`config.mk`:
```
export PLATFORM = sky130hd
export DESIGN_NAME = pcie_ctrl_fsm
export DESIGN_NICKNAME = d
export VERILOG_FILES = /design/src/rtl/pcie_ctrl_fsm.sv
export SDC_FILE = /design/constraint.sdc
export NUM_CORES = 1
export LEC_CHECK = 0
export ABC_AREA = 0
export CORE_ASPECT_RATIO = 1.75
export CORE_MARGIN = 8
export CORE_UTILIZATION = 30
export DETAILED_ROUTE_END_ITERATION = 10
export SETUP_SLACK_MARGIN = 0.3
export SLEW_MARGIN = 15
export SYNTH_ARGS = -nofsm -noshare
export SYNTH_HDL_FRONTEND = slang
export SYNTH_SLANG_ARGS = --single-unit
```
`constraint.sdc`:
```
create_clock -name clk -period 3.2 [get_ports clk]
set_input_delay 0.8 -clock clk [delete_from_list [all_inputs] [get_ports clk]]
set_output_delay 0.8 -clock clk [all_outputs]
set_load 0.05 [all_outputs]
```
`src/rtl/pcie_ctrl_fsm.sv`:
```
// pcie_ctrl_fsm: control FSM that sequences the PCIe datapath and supplies FIFO thresholds
module pcie_ctrl_fsm #(
  parameter int LENGTH = 4,
  parameter int NUM_FIFOS = 5,
  parameter int UMBRAL_DEFAULT = 1
) (
  input  logic                 clk,
  input  logic                 reset,
  input  logic                 init,
  input  logic [LENGTH-1:0]    umbral_MF_in,
  input  logic [LENGTH-1:0]    umbral_VC_in,
  input  logic [LENGTH-1:0]    umbral_D_in,
  input  logic [NUM_FIFOS-1:0] fifo_empties,
  input  logic [NUM_FIFOS-1:0] fifo_errors,
  output logic [LENGTH-1:0]    umbral_MF_out,
  output logic [LENGTH-1:0]    umbral_VC_out,
  output logic [LENGTH-1:0]    umbral_D_out,
  output logic [2:0]           state,
  output logic                 idle_out,
  output logic                 active_out,
  output logic [NUM_FIFOS-1:0] error_out
);
  typedef enum logic [2:0] {
    ST_RESET  = 3'd0,
    ST_INIT   = 3'd1,
    ST_IDLE   = 3'd2,
    ST_ACTIVE = 3'd3,
    ST_ERROR  = 3'd4
  } state_t;
  localparam logic [LENGTH-1:0] UDEF = LENGTH'(UMBRAL_DEFAULT);
  state_t              state_q;
  logic [LENGTH-1:0]   mf_q, vc_q, d_q;
  logic                idle_q, active_q;
  logic [NUM_FIFOS-1:0] err_q;
  function automatic logic [LENGTH-1:0] fix(input logic [LENGTH-1:0] v);
    return (v == '0) ? UDEF : v;
  endfunction
  // State, thresholds and flags; idle/active are decoded from the next state so they align with it
  always_ff @(posedge clk) begin
    if (!reset) begin
      state_q  <= ST_RESET;
      mf_q     <= UDEF;
      vc_q     <= UDEF;
      d_q      <= UDEF;
      idle_q   <= 1'b0;
      active_q <= 1'b0;
      err_q    <= '0;
    end else begin
      idle_q   <= 1'b0;
      active_q <= 1'b0;
      case (state_q)
        ST_RESET: state_q <= ST_INIT;
        ST_INIT: begin
          mf_q <= fix(umbral_MF_in);
          vc_q <= fix(umbral_VC_in);
          d_q  <= fix(umbral_D_in);
          if (!init) begin
            state_q <= ST_IDLE;
            idle_q  <= 1'b1;
          end
        end
        ST_IDLE, ST_ACTIVE: begin
          if (|fifo_errors) begin
            state_q <= ST_ERROR;
            err_q   <= err_q | fifo_errors;
          end else if (init) begin
            state_q <= ST_INIT;
          end else if (&fifo_empties) begin
            state_q <= ST_IDLE;
            idle_q  <= 1'b1;
          end else begin
            state_q  <= ST_ACTIVE;
            active_q <= 1'b1;
          end
        end
        ST_ERROR: err_q <= err_q | fifo_errors;
        default: begin
          state_q <= ST_RESET;
          mf_q    <= UDEF;
          vc_q    <= UDEF;
          d_q     <= UDEF;
          err_q   <= '0;
        end
      endcase
    end
  end
  assign state         = state_q;
  assign umbral_MF_out = mf_q;
  assign umbral_VC_out = vc_q;
  assign umbral_D_out  = d_q;
  assign idle_out      = idle_q;
  assign active_out    = active_q;
  assign error_out     = err_q;
endmodule

```
==> metrics.csv <==
stage;metric;value;unit
synth;mapped cell area;861;µm²
floorplan;Die ar.;4910;µm²
clocking;Clk pin slew, worst setup/hold paths;0.08;ns
drt;Antenna Nets Post-Route;0;
global_route;total track usage;11.2;%
clocking;postcts setup bufs;0;
drt;WL final;2.70;mm
outcome;status;finished clean;
floorplan;Row Count;25;
place;half-perimeter wire length after placement;2.21;mm
worst_setup_path;reg-to-reg endpoint;umbral_D_out[3];
floorplan;die height;86.9;µm
drt;DRC Markers;0;
synth;Mean Syn Cell Area;8.97;µm²
synth;number of synthesis warnings;0;
clocking;Root Buffer Master;clkbuf_8;
timing;skew final;0.00263;ns
pwr;Power Density;490;nW/µm²
global_route;initial antenna violation count;0;
synth;Synth Register Bits;22;
drt;post-DR wirelength/cell;15.9;µm
clocking;worst skew pair latency;0.26;ns
floorplan;I/O pin count;47;
global_route;global-route wire length before repair;4.50;mm
synth;register area share after synthesis;51.2;%
timing;slew margin rel.;60.5;%
hold_path;min-delay src;error_out[0];
drt;Vias;849;
finish;synthesis-to-layout area growth;62.1;%
synth;post-synth top area share;51.2;%
place;Placer Congestion;0.728;
finish;nets;169;
drt;initial DRC count;19;
place;I/O Buffers;46;
worst_setup_path;delay-heaviest family, CP;buffers and inverters;
timing;RSZ-0062 raised after global routing;false;
timing;Slew @ Worst Pin;0.586;ns
clocking;CTS tree;done;
timing;min Tclk post-route;2.47;ns
worst_setup_path;critical path type;flip-flop to primary output;
clocking;Sinks on Clock Net;22;
global_route;GRT Residual Overflow;0;
drt;vias per cell;4.99;
worst_setup_path;delay of the slowest critical-path stage;0.88;ns
finish;final core utilization;51.3;%
worst_setup_path;CP Cell Sequence;clkdlybuf4s50_1;
synth;count leader, synth;dfxtp_1;
clocking;H-tree depth;1;
pwr;Static Leak;0.502;nW
worst_setup_path;Max FO, Critical Path;11;
worst_setup_path;CP Data Required Time;2.40;ns
hold_path;Min-Delay Endpoint;error_out[0];
global_route;pin count of the biggest net entering global routing;18;
timing;crit share post-route;77.2;%
pwr;Pwr Total;683;µW
finish;share of layout cells above drive strength 1;6.29;%
pwr;sw power;207;µW
timing;Peak Freq;405;MHz
finish;final instance area;1400;µm²
floorplan;chip width;56.5;µm
worst_setup_path;kind of end point of the critical path;primary output;
synth;Yosys cell types;23;
pwr;sequential power share;44.5;%
pwr;combinational group share of total power;27.0;%
place;Area after DPL;1340;µm²
run;MaxCap Viol Count;0;
worst_setup_path;Reg2Reg Setup Slack;1.67;ns
timing;Fin. Hold Viols;0;
clocking;post-CTS sizing;0;
timing;final setup fails;0;
floorplan;total core area;2720;µm²
worst_setup_path;R2R depth;4;
synth;Synth Instances;96;
global_route;vias in the first global route;944;
pwr;Int Power;476;µW
clocking;CTS buffer count;3;
worst_setup_path;crit path buf inv count;1;
worst_setup_path;Worst path slowest cell;clkdlybuf4s50_1;
finish;# diodes;0;
pwr;Clk pwr share;28.5;%
pwr;maximum VDD drop;0.000300;V
synth;asr flop ratio synth;0;%
floorplan;initial core utilization;31.6;%
synth;Synth area leaders;dfxtp_1 (51%), a22oi_1 (7.8%), nor2b_1 (6.5%), a21oi_1 (5.2%), nand2_1 (3.9%);
drt;drt pass-1 iters;3;
hold_path;worst hold path class;flip-flop to flip-flop;
worst_setup_path;Worst Path Arrival;1.67;ns
timing;final-report max-slew violation count;0;
worst_setup_path;critical path startpoint category;flip-flop;
synth;number of synthesized flops with an enable pin;0;
synth;Synth Flop Type;dfxtp_1;
worst_setup_path;reg2reg start;state[1];
hold_path;hold depth;2;
synth;post-synthesis net count;121;
clocking;clock tree buffer depth;2;
clocking;# hold bufs at CTS;0;
timing;Sum Neg Setup Slack;0;ns
synth;post-synth top area cell;dfxtp_1;
pwr;sw frac;30.3;%
sequential cells by signal, indices dropped and copies added, names as in the netlist:
signal and count:
active_out 1, error_out 5, idle_out 1, state 3, umbral_D_out 4, umbral_MF_out 4, umbral_VC_out 4
power groups by stage:
stage	combinational (mW)	sequential, mW	clock, mW
finish	0.185	0.304	0.195
global route	0.197	0.306	0.212
CTS	0.186	0.304	0.199
detailed placement	0.185	0.310	0
global placement	0.185	0.310	0
floorplan	0.0476	0.367	0
worst min-delay path: stages (launching register included):
cell and delay [ns]:
dfxtp_1 0.34, a21oi_1 0.04, nor2_1 0.07
placed cells by master, fill, tap and decap left out:
cell	instances
nand3_1	3
nand2b_1	1
or4_4	1
o32ai_1	3
or2_2	1
o21ai_1	1
clkdlybuf4s50_1	46
o21ai_0	4
nor3_2	1
nand2_1	9
a21boi_0	1
inv_1	2
a21oi_1	9
nand2_2	1
and2_1	2
dfxtp_1	22
a22oi_1	9
clkbuf_8	4
o311ai_0	1
nor2_4	1
nor2_1	9
nor3_1	3
nor2b_1	9
logic make-up (layout without fill, tap and decap cells):
family | count (synthesis) | in the layout | share of synthesized area, %
and+or+nand+nor | 41 | 41 | 25.3
AOI/OAI and AO/OA | 28 | 28 | 20.9
DFF | 22 | 22 | 51.2
buffers and inverters | 5 | 52 | 2.62
worst max path at each step:
stage	from	endpoint	slack, ns	cells after the start
after CTS	state[1]	state[1]	0.72	1
after detailed placement	reset	error_out[1]	0.92	3
after global placement	reset	error_out[2]	0.98	3
after floorplan	fifo_errors[1]	active_out	1.50	4
final	state[1]	state[1]	0.73	1
after global routing	state[1]	state[1]	0.68	1
routing by layer:
layer  global-route usage [%]  vias to the layer above  wire length [µm]
met5                        0                        -                 0
met4                     3.30                        0                19
met3                     4.68                        2               221
met2                     21.3                       32              1480
met1                     10.4                      381               972
li1                         -                      434                 -
metrics by stage:
step	instances	hold WS [ns]	worst slack, ns
2_1_floorplan	96	0.723	1.50
3_3_place_gp	166	0.454	0.983
3_5_place_dp	166	0.461	0.919
4_1_cts	170	0.484	0.723
5_1_grt	170	0.509	0.679
6_report	170	0.477	0.728
area by class of cell:
| type | count | area, µm² |
|---|---|---|
| Clock buffer | 4 | 55.1 |
| Fill cell | 257 | 1330 |
| Inverter | 2 | 7.51 |
| Multi-Input combinational cell | 69 | 398 |
| Sequential cell | 22 | 440 |
| Tap cell | 27 | 33.8 |
| Timing Repair Buffer | 46 | 460 |
No activity file was read; power rests on OpenSTA's default activity.
